## config.mk

```make
export PLATFORM = sky130hd
export DESIGN_NAME = sync_fifo_prog
export DESIGN_NICKNAME = d
export VERILOG_FILES = /design/src/rtl/sync_fifo_prog.sv
export SDC_FILE = /design/constraint.sdc
export NUM_CORES = 1
export LEC_CHECK = 0
export CAP_MARGIN = 10
export CORE_MARGIN = 3
export CORE_UTILIZATION = 34
export DETAILED_ROUTE_END_ITERATION = 12
export GPL_TIMING_DRIVEN = 0
export HOLD_SLACK_MARGIN = 0.06
export PLACE_DENSITY = 0.62
export SLEW_MARGIN = 25
export SYNTH_ARGS = -nofsm -noshare
export SYNTH_HDL_FRONTEND = slang
export SYNTH_SLANG_ARGS = --single-unit
```

## constraint.sdc

```tcl
create_clock -name clk -period 3 [get_ports clk]
set_clock_uncertainty 0.05 [all_clocks]
set_input_delay 0.3 -clock clk [delete_from_list [all_inputs] [get_ports clk]]
set_output_delay 0.3 -clock clk [all_outputs]
set_load 0.01 [all_outputs]
```

## src/rtl/sync_fifo_prog.sv

```systemverilog
// Parametrised synchronous FIFO with programmable almost-full/almost-empty
// thresholds, optional first-word-fall-through, synchronous flush and error counters.
module sync_fifo_prog #(
    parameter int unsigned FIFO_WIDTH = 16,
    parameter int unsigned FIFO_DEPTH = 8,
    parameter int unsigned FWFT       = 0,
    parameter int unsigned ERR_CNT_W  = 8
) (
    input  logic                            clk,
    input  logic                            rst_n,
    input  logic [FIFO_WIDTH-1:0]           data_in,
    input  logic                            wr_en,
    input  logic                            rd_en,
    input  logic                            flush,
    input  logic [$clog2(FIFO_DEPTH):0]     af_level,
    input  logic [$clog2(FIFO_DEPTH):0]     ae_level,
    input  logic                            clr_err,
    output logic [FIFO_WIDTH-1:0]           data_out,
    output logic                            wr_ack,
    output logic                            overflow,
    output logic                            underflow,
    output logic                            full,
    output logic                            empty,
    output logic                            almostfull,
    output logic                            almostempty,
    output logic [$clog2(FIFO_DEPTH):0]     count,
    output logic [ERR_CNT_W-1:0]            ovf_cnt,
    output logic [ERR_CNT_W-1:0]            udf_cnt
);

    localparam int unsigned PTR_W = $clog2(FIFO_DEPTH);
    localparam int unsigned CNT_W = $clog2(FIFO_DEPTH) + 1;

    logic [FIFO_WIDTH-1:0] mem_q [FIFO_DEPTH];

    logic [PTR_W-1:0]     wr_ptr_q, wr_ptr_d;
    logic [PTR_W-1:0]     rd_ptr_q, rd_ptr_d;
    logic [CNT_W-1:0]     count_q, count_d;
    logic                 wr_ack_q, wr_ack_d;
    logic                 overflow_q, overflow_d;
    logic                 underflow_q, underflow_d;
    logic [ERR_CNT_W-1:0] ovf_cnt_q, ovf_cnt_d;
    logic [ERR_CNT_W-1:0] udf_cnt_q, udf_cnt_d;

    logic wr_acc, rd_acc, ovf_evt, udf_evt;

    assign full        = (count_q == CNT_W'(FIFO_DEPTH));
    assign empty       = (count_q == '0);
    assign almostfull  = (count_q >= af_level) && !full;
    assign almostempty = (count_q <= ae_level) && !empty;

    // Flush masks both requests, so it neither moves pointers nor raises events.
    always_comb begin
        rd_acc  = rd_en && !empty && !flush;
        wr_acc  = wr_en && (!full || rd_acc) && !flush;
        ovf_evt = wr_en && !wr_acc && !flush;
        udf_evt = rd_en && !rd_acc && !flush;

        wr_ptr_d = wr_ptr_q;
        rd_ptr_d = rd_ptr_q;
        count_d  = count_q;

        if (flush) begin
            wr_ptr_d = '0;
            rd_ptr_d = '0;
            count_d  = '0;
        end else begin
            if (wr_acc)
                wr_ptr_d = (wr_ptr_q == PTR_W'(FIFO_DEPTH - 1)) ? '0 : wr_ptr_q + PTR_W'(1);
            if (rd_acc)
                rd_ptr_d = (rd_ptr_q == PTR_W'(FIFO_DEPTH - 1)) ? '0 : rd_ptr_q + PTR_W'(1);
            if (wr_acc && !rd_acc)
                count_d = count_q + CNT_W'(1);
            else if (rd_acc && !wr_acc)
                count_d = count_q - CNT_W'(1);
        end

        wr_ack_d    = wr_acc;
        overflow_d  = ovf_evt;
        underflow_d = udf_evt;

        ovf_cnt_d = ovf_cnt_q;
        udf_cnt_d = udf_cnt_q;
        if (clr_err) begin
            ovf_cnt_d = '0;
            udf_cnt_d = '0;
        end else begin
            if (ovf_evt && (ovf_cnt_q != '1))
                ovf_cnt_d = ovf_cnt_q + ERR_CNT_W'(1);
            if (udf_evt && (udf_cnt_q != '1))
                udf_cnt_d = udf_cnt_q + ERR_CNT_W'(1);
        end
    end

    always_ff @(posedge clk or negedge rst_n) begin
        if (!rst_n) begin
            wr_ptr_q    <= '0;
            rd_ptr_q    <= '0;
            count_q     <= '0;
            wr_ack_q    <= 1'b0;
            overflow_q  <= 1'b0;
            underflow_q <= 1'b0;
            ovf_cnt_q   <= '0;
            udf_cnt_q   <= '0;
        end else begin
            wr_ptr_q    <= wr_ptr_d;
            rd_ptr_q    <= rd_ptr_d;
            count_q     <= count_d;
            wr_ack_q    <= wr_ack_d;
            overflow_q  <= overflow_d;
            underflow_q <= underflow_d;
            ovf_cnt_q   <= ovf_cnt_d;
            udf_cnt_q   <= udf_cnt_d;
        end
    end

    always_ff @(posedge clk) begin
        if (wr_acc)
            mem_q[wr_ptr_q] <= data_in;
    end

    generate
        if (FWFT != 0) begin : g_fwft
            assign data_out = empty ? '0 : mem_q[rd_ptr_q];
        end else begin : g_std
            logic [FIFO_WIDTH-1:0] dout_q;
            always_ff @(posedge clk or negedge rst_n) begin
                if (!rst_n)
                    dout_q <= '0;
                else if (rd_acc)
                    dout_q <= mem_q[rd_ptr_q];
            end
            assign data_out = dout_q;
        end
    endgenerate

    assign wr_ack    = wr_ack_q;
    assign overflow  = overflow_q;
    assign underflow = underflow_q;
    assign count     = count_q;
    assign ovf_cnt   = ovf_cnt_q;
    assign udf_cnt   = udf_cnt_q;

endmodule

```

# Yosys cells after proc, flatten, opt, wreduce, memory -nomap -nowiden
# Memories as Yosys holds them, arrays and structs flattened. A register that Yosys moved wholly into a read port is not among the register bits.
# Index checks and enable logic that the tools add are counted.
totals:
  out_inout_bits: 43
  inputBits: 30
  elab_cells: 64
  n_memories: 1
  ram_bits: 128
  ff_bits: 29
classes:
  muxes: 15
  n_eq_ne: 5
  n_addsub: 6
  n_reduce_logical: 27
  magnitude_cmp: 2
memory_table:
  columns: ["name", "depth", "width", "rd", "rd_clocked_by_memory_dff", "wr", "line_no", "text"]
  rows:
  - ["mem_q", 8, 16, 1, 1, 1, "34", "logic [FIFO_WIDTH-1:0] mem_q [FIFO_DEPTH];"]
op_table:
  columns: ["operator", "n"]
  rows:
  - ["8-bit two-way mux", 4]
  - ["3-bit two-way mux", 6]
  - ["8-bit by 1-bit adder with 8-bit output, second input constant", 2]
  - ["8-bit != test, second input constant", 2]
  - ["1-bit logical AND", 14]
  - ["4-bit two-way mux", 3]
  - ["2-bit nonzero test", 4]
  - ["3-bit by 1-bit adder with 3-bit output, second input constant", 2]
  - ["3-bit equality test, second input constant", 2]
  - ["1-bit zero test", 6]
  - ["4-bit by 1-bit adder with 4-bit output, second input constant", 1]
  - ["4-bit equality test, second input constant", 1]
  - ["4-bit >= comparator", 1]
  - ["4-bit <= comparator", 1]
  - ["4-bit zero test", 1]
  - ["4-bit by 1-bit subtractor with 4-bit output, second input constant", 1]
  - ["3-bit nonzero test", 1]
  - ["1-bit two-way mux", 2]
  - ["1-bit logical OR", 1]

# Longest topological paths before layout
# Gate-level depths: netlist (run 1).
logic_depth:
  depth_word: 13
  mapped_depth: 9
  depth_no_buf: 8

# Worst setup path before layout (run 1)
# OpenSTA, ideal clock, no wires.
synth_timing:
  kind: "reg2reg"
  startpoint: "register count_q[1] (netlist: count[1])"
  endpoint: "memory mem_q[0][0] (enable)"
  required_ns: 2.541
  arrival_time_ns: 2.133
  n_path_buf: 0
  synth_period_minus_slack_ns: 2.592
  setup_ns: 0.409
  slack_ns: 0.408
  stages_incl_launch_ff: 5
  path_cell_list: "dfrtp_1 -> nor3_1 -> a31oi_1 -> nand2b_1 -> nor3_1"
synth_between:
  elab_chain_cells: 9
  elab_cells_between_ends: 11
  cone_classes: "eq/ne (1); mux (2); reduce/logical (8)"
synth_lines:
  columns: ["item", "line_no", "text"]
  rows:
  - ["start, declared", "38", "logic [CNT_W-1:0] count_q, count_d;"]
  - ["start signal, assigned", "108", "count_q <= count_d;"]
  - ["4-bit zero test", "48", "assign empty = (count_q == '0);"]
  - ["1-bit zero test", "54", "rd_acc = rd_en && !empty && !flush;"]
  - ["1-bit logical AND (2 in series)", "54", null]
  - ["1-bit logical OR *", "55", "wr_acc = wr_en && (!full || rd_acc) && !flush;"]
  - ["1-bit logical AND * (2 in series)", "55", null]
  - ["named net wr_acc", "45", "logic wr_acc, rd_acc, ovf_evt, udf_evt;"]
  - ["1-bit two-way mux *", "118", "if (wr_acc)"]
  - ["1-bit two-way mux (not written as such) *", "119", "mem_q[wr_ptr_q] <= data_in;"]
  - ["end, declared", "34", null]
# The timed path passes the listed nets; every way through them passes the cells marked *.

# Worst setup path after layout (run 1)
layout_timing:
  startpoint: "register count_q[1] (netlist: count[1])"
  endpoint: "output port almostempty"
layout_between:
  elab_chain_cells: 3
  elab_cells_between_ends: 4
  cone_classes: "order compare (1); reduce/logical (3)"
layout_lines:
  columns: ["item", "line_no", "text"]
  rows:
  - ["parallel branches: the longest is 2 deep, another holds 4-bit <= comparator", null, null]
  - ["1-bit logical AND *", "50", "assign almostempty = (count_q <= ae_level) && !empty;"]
  - ["end, declared", "25", "output logic almostempty,"]
# Mark *: on every way between the ends.

==> results.json, run 1 <==
{
  "post_drt_wl_per_cell_um": 19.1,
  "synthToLayoutAreaGrowth_pct": 24.7,
  "rows": 52,
  "start_util_pct": 35.2,
  "setup_viol": 0,
  "insertion_delay_ns": 0.42,
  "grt.met3_usage_pct": 3.38,
  "netSwitchingPower_mw": 2.06,
  "r2r_end": "count[3]",
  "cts_num_sinks": 173,
  "worst_pin_slew_ns": 0.903,
  "grt-ovfl-total": 0,
  "grt_max_degree": 46,
  "p_int_mw": 4.98,
  "rr_startpoint": "count[3]",
  "cp.arrival_ns": 2.41,
  "synth-compound-area-share_pct": 5.31,
  "worst_setup_path_end_kind": "output port",
  "fp.dieW_um": 152,
  "grt_use_met1_pct": 18.7,
  "nets": 596,
  "syn-cell-area_mm2": 0.00725,
  "clkPwrFrac_pct": 31.8,
  "grt_pass1_wl_um": 25800,
  "via_per_inst": 5.09,
  "met2_usage_pct": 23.5,
  "n_antenna_cell": 0,
  "synth.ff_latch_count": 173,
  "yosys_warnings": 0,
  "worst_setup_hold_path_clk_slew_ns": 0.07,
  "yosysTopAreaCellShare_pct": 53.0,
  "holdWs_ns": 0.256,
  "reg2reg_slack_ns": 0.42,
  "setup_ws_ns": 0.236,
  "die-area_mm2": 0.0231,
  "ys_async_sr_fraction_pct": 26.0,
  "worstPathRequired_ns": 2.65,
  "cp-start-kind": "flip-flop",
  "synth_adder_area_share_pct": 3.04,
  "reg2regPathDepth": 8,
  "slowest_stage": "clkdlybuf4s50_1",
  "coreArea_mm2": 0.0206,
  "rsz0062_at_grt": "false",
  "drc_errors": 0,
  "maxCapViolations": 0,
  "clock_path_buffers": 2,
  "cp_slowest_stage_delay_ns": 0.57,
  "fin_crit_ns": 2.76,
  "antenna_left": 0,
  "dp_hpwl_um": 10700,
  "postCtsSetupBuffers": 0,
  "synthTopCellsByCount": "128 x edfxtp_1, 45 x dfrtp_1, 40 x nor2_1, 32 x mux4_2, 31 x a21oi_1",
  "ys_types": 51,
  "ys_seq_area_share_pct": 68.5,
  "min_from": "clr_err",
  "cts_tree": "done",
  "worstPathMaxFanout": 9,
  "dr.pass1.iters": 4,
  "hold_depth": 2,
  "num_io_pins": 73,
  "crit_chain": "ha_1 > nor2b_1 > o21ai_0 > a21oi_1 > a211oi_1 > clkdlybuf4s50_1",
  "synth_area_leaders": "edfxtp_1 53%, dfrtp_1 16%, mux4_2 9.9%, mux2i_1 3.0%, ha_1 2.8%",
  "ir_drop_uv": 488,
  "io_buffer_count": 71,
  "synth.area.mux_share_pct": 13.0,
  "dpl_worst_slack_ns": 0.0723,
  "relSlewSlack_pct": 39.8,
  "via_count": 4234,
  "numCtsBuffers": 17,
  "gp_congestion": 0.797,
  "swShare_pct": 29.2,
  "syn_area_per_cell_um2": 16.2,
  "slew_violations": 0,
  "p_seq_share_pct": 41.8,
  "synthSimpleGateAreaFrac_pct": 7.18,
  "wirelength_um": 15900,
  "netlist_instances": 448,
  "drive_above_1_share_pct": 17.3,
  "synth_ff_type": "edfxtp_1",
  "status": "completed",
  "min_period_over_period_pct": 92.1,
  "drt_iter0_drc": 199,
  "path_class": "reg2out",
  "synth_top_cell_by_area": "edfxtp_1",
  "grt_pass1_vias": 4599,
  "hold_violations": 0,
  "nFillCells": 1822,
  "setup.worst_path.start": "count[1]",
  "cts-root-buf": "clkbuf_16",
  "busiest_layer": "met2",
  "p_comb_share_pct": 26.5,
  "p_leak_nw": 3.14,
  "max_freq_ghz": 0.362,
  "hold_class": "in2reg",
  "antenna_found_initial": 1,
  "dieHeight_um": 152,
  "tns_ns": 0,
  "synth_fp_nets": 495,
  "p_per_area_mw_per_mm2": 778,
  "synth_edf_count": 128,
  "htree_num_levels": 4,
  "hold_end": "ovf_cnt[7]",
  "yosysMostFrequentCell": "edfxtp_1",
  "synth-xor-area-share_pct": 0.725,
  "synth_top_family_by_area": "multiplexers",
  "grt_usage_pct": 14.3
}
==> routing by layer <==
| layer | routed length (um) | part of all wire (%) | vias up |
|---|---|---|---|
| li1 | - | - | 1936 |
| met1 | 7030 | 44 | 2163 |
| met2 | 7840 | 49 | 111 |
| met3 | 724 | 4.5 | 22 |
| met4 | 318 | 2.0 | 2 |
| met5 | 13 | 0.082 | - |
==> what timing repair did <==
action,in CTS,in global routing
resized for setup,0,0
endpoints found under the setup margin,0,0
hold endpoints to repair,45,0
hold buffers,1,0
==> stage by stage <==
step	cell area (um2)	power (mW)	std cells	util (%)
CTS	9040	7.11	832	43.8
finish	9040	7.03	832	43.8
detailed placement	8440	4.87	799	40.9
floorplan	7250	4.07	448	-
global placement	8300	4.79	789	40.2
global route	9040	7.43	832	43.8
==> registers in the layout, summed over array words and instances (netlist names) <==
signal and cells:
mem_q 128, data_out 16, ovf_cnt 8, udf_cnt 8, count 4, rd_ptr_q 3
wr_ptr_q 3, overflow 1, underflow 1, wr_ack 1
==> critical path: cells and delay by family, from the launching register on <==
kind,cells,cell delay [ns]
buffers and inverters,1,0.57
AND/OR/NAND/NOR,1,0.13
flip-flops,1,0.53
AO/OA/AOI/OAI,3,0.45
adder cells (fa/ha/maj),1,0.30
==> power groups by stage <==
stage,combinational [mW],clock (mW),sequential [mW]
final,1.86,2.23,2.94
after global routing,2.09,2.37,2.97
after CTS,1.90,2.28,2.94
after detailed placement,1.88,0,2.99
after global placement,1.82,0,2.97
after floorplan,1.06,0,3.01
==> final cells by class <==
cell class              count  area, um2  area share [%]
well taps                 270        338            3.74
multi-input cells         239       2150            23.8
plain buffers              18       85.1           0.941
clock inverters            12        148            1.63
inverters                  18       77.6           0.858
repair buffers             82        823            9.10
clock buffers              20        447            4.94
flip-flops and latches    173       4970            55.0
==> layout by cell type, fill, tap and decap left out, types with 3 or more instances in the layout <==
master and count:
ha_1 16, buf_4 9, o31ai_1 3, nand3_1 7
xnor2_1 3, nor2_1 34, buf_8 4, or4_1 3
mux4_2 32, dfrtp_1 45, inv_1 16, edfxtp_1 128
nor2_2 4, clkbuf_1 13, nand2_1 12, buf_2 3
xor2_1 3, o21ai_0 9, nand2b_1 7, or3_1 3
nor2b_1 4, clkdlybuf4s50_1 70, inv_6 6, a21oi_1 31
mux2i_1 22, nand4_1 6, clkbuf_16 17, nor3_1 4
==> worst max-delay path by stage <==
stage / end
finish: almostempty
global route: almostempty
CTS: almostempty
detailed placement: mem_q[0][15]
global placement: mem_q[1][15]
floorplan: mem_q[0][0]
==> kinds of logic (layout without fill, tap and decap cells) <==
family | count (synthesis) | after routing
compound gates | 62 | 62
xor+xnor | 6 | 6
fa+ha+maj | 17 | 17
buf+inv | 36 | 150
flops | 173 | 173
mux | 54 | 54
simple gates | 100 | 100
(Power assumes the default switching activity.)
==> inputs of run 2 (changes only) <==
--- a/config.mk
+++ b/config.mk
@@ -5,6 +5,7 @@
 export SDC_FILE = /design/constraint.sdc
 export NUM_CORES = 1
 export LEC_CHECK = 0
+export ABC_AREA = 0
 export CAP_MARGIN = 10
 export CORE_MARGIN = 3
 export CORE_UTILIZATION = 34
==> results of run 2 <==
No change in the layout: final DEF, timing and power equal those of run 1.
==> inputs of run 3 (changes only) <==
--- a/config.mk
+++ b/config.mk
@@ -13,6 +13,7 @@
 export GPL_TIMING_DRIVEN = 0
 export HOLD_SLACK_MARGIN = 0.06
 export PLACE_DENSITY = 0.62
+export SETUP_SLACK_MARGIN = 0.15
 export SLEW_MARGIN = 25
 export SYNTH_ARGS = -nofsm -noshare
 export SYNTH_HDL_FRONTEND = slang
==> run 3 against run 2 <==
Net effect:
- clock-buffer cell count did not move
- sequential share of layout area barely moved
- maximum frequency rose by 5.9%
- non-clock buffer count did not move
- global-route usage did not move
- final cell count did not move
- critical path depth fell by 2
- flip-flop and latch count did not move
- worst hold slack got worse by 0.0051 ns
- first-iteration DRC count rose by 0.50%
- via count rose by 0.45%
- register-to-register slack barely moved
- largest cell class unchanged
- highest routed layer unchanged
==> results.json, run 3 (synthesized netlist as in run 1, its figures left out) <==
{
  "postCtsSetupBuffers": 0,
  "antenna_left": 0,
  "nets": 596,
  "cp.arrival_ns": 2.26,
  "largest_register_ffs": 128,
  "p_per_area_mw_per_mm2": 777,
  "grt_pass1_wl_um": 25800,
  "p_seq_share_pct": 41.8,
  "start_util_pct": 35.2,
  "worst_setup_path_end_kind": "output port",
  "dieHeight_um": 152,
  "maxCapViolations": 0,
  "worst_setup_hold_path_clk_slew_ns": 0.07,
  "tns_ns": 0,
  "insertion_delay_ns": 0.42,
  "fp.dieW_um": 152,
  "reg2reg_slack_ns": 0.43,
  "synthToLayoutAreaGrowth_pct": 24.8,
  "dr.pass1.iters": 4,
  "min_from": "clr_err",
  "setup_viol": 0,
  "grt_usage_pct": 14.3,
  "layout_common_cells": "128 x edfxtp_1, 69 x clkdlybuf4s50_1, 43 x dfrtp_1",
  "io_buffer_count": 71,
  "worstPathRequired_ns": 2.65,
  "nFillCells": 1821,
  "clock_path_buffers": 2,
  "rsz0062_at_grt": "false",
  "hold_violations": 0,
  "die-area_mm2": 0.0231,
  "place_area_mm2": 0.00844,
  "cts-root-buf": "clkbuf_16",
  "holdWs_ns": 0.250,
  "setup_ws_ns": 0.391,
  "final_cell_area_mm2": 0.00905,
  "relSlewSlack_pct": 39.7,
  "post_drt_wl_per_cell_um": 19.1,
  "coreArea_mm2": 0.0206,
  "max_freq_ghz": 0.383,
  "drive_above_1_share_pct": 17.8,
  "min_period_over_period_pct": 87.0,
  "swShare_pct": 29.2,
  "drt_iter0_drc": 200,
  "worstPathMaxFanout": 11,
  "final_common_cell": "edfxtp_1",
  "antenna_found_initial": 1,
  "hold_class": "in2reg",
  "grt-ovfl-total": 0,
  "cp_slowest_stage_delay_ns": 0.53,
  "ir_drop_uv": 488,
  "p_comb_share_pct": 26.5,
  "num_io_pins": 73,
  "wirelength_um": 15900,
  "netSwitchingPower_mw": 2.06,
  "via_count": 4253,
  "grt_pass1_vias": 4599,
  "path_class": "reg2out",
  "dpl_worst_slack_ns": 0.0723,
  "total_power_mw": 7.03,
  "grt_max_degree": 46,
  "rows": 52,
  "clkPwrFrac_pct": 31.7,
  "slowest_stage": "clkdlybuf4s50_1",
  "crit_chain": "or4_1 > buf_4 > inv_6 > clkdlybuf4s50_1",
  "p_leak_nw": 3.15,
  "dp_hpwl_um": 10700,
  "n_antenna_cell": 0,
  "status": "completed",
  "worst_pin_slew_ns": 0.905,
  "fin_crit_ns": 2.61,
  "reg2regPathDepth": 8,
  "gp_congestion": 0.797,
  "slew_violations": 0,
  "drc_errors": 0,
  "numCtsBuffers": 17,
  "rr_startpoint": "count[3]",
  "cts_num_sinks": 173,
  "hold_end": "ovf_cnt[7]",
  "r2r_end": "count[3]",
  "cts_tree": "done",
  "regMostFlops": "mem_q",
  "htree_num_levels": 4,
  "via_per_inst": 5.11,
  "p_int_mw": 4.98,
  "hold_depth": 2,
  "cp-start-kind": "flip-flop"
}
[run 3: layer usage]
layer	part of all wire, %	vias to the layer above	GRT usage, %
met3	4.3	21	3.38
li1	-	1937	-
met4	2.0	2	5.27
met1	44	2175	18.7
met5	0.082	-	0
met2	49	118	23.5
[run 3: final cells by class]
cell class / count / area (um2) / share of cell area [%]
timing repair buffer: 82 / 826 / 9.13
clock inverter: 12 / 148 / 1.63
inverter: 18 / 77.6 / 0.857
multi-input combinational: 239 / 2150 / 23.8
tap: 270 / 338 / 3.73
clock buffer: 20 / 447 / 4.94
sequential: 173 / 4970 / 55.0
buffer: 18 / 85.1 / 0.940
[run 3: metrics by stage]
stage                     instances  utilization [%]
after global placement          789             40.2
after global routing            832             43.9
after detailed placement        799             40.9
after CTS                       832             43.8
after floorplan                 448                -
final                           832             43.9
[run 3: power groups by stage]
stage / registers [mW] / logic [mW] / clock network (mW)
floorplan: 3.01 / 1.06 / 0
global placement: 2.97 / 1.82 / 0
detailed placement: 2.99 / 1.88 / 0
CTS: 2.94 / 1.90 / 2.28
global route: 2.97 / 2.08 / 2.37
finish: 2.94 / 1.86 / 2.23
[run 3: worst max path at each step]
stage                   from           end  slack (ns)  cells past startpoint
floorplan           count[1]   mem_q[0][0]        0.41                      4
global placement       flush  mem_q[1][15]       -1.24                      5
detailed placement     flush  mem_q[0][15]        0.07                      7
CTS                 count[0]   almostempty        0.22                      7
global route        count[2]   mem_q[0][3]        0.20                      6
finish              count[3]         empty        0.39                      4
[run 3: critical path: cells and delay by family (launching register included)]
kind	cells	cell delay, ns
flops	1	0.51
buf+inv	3	0.81
simple gates	1	0.51
[run 3: timing repair]
item	CTS	global route
hold endpoints to repair	45	0
resized for setup	0	4
hold buffers	1	0
endpoints found under the setup margin	0	2
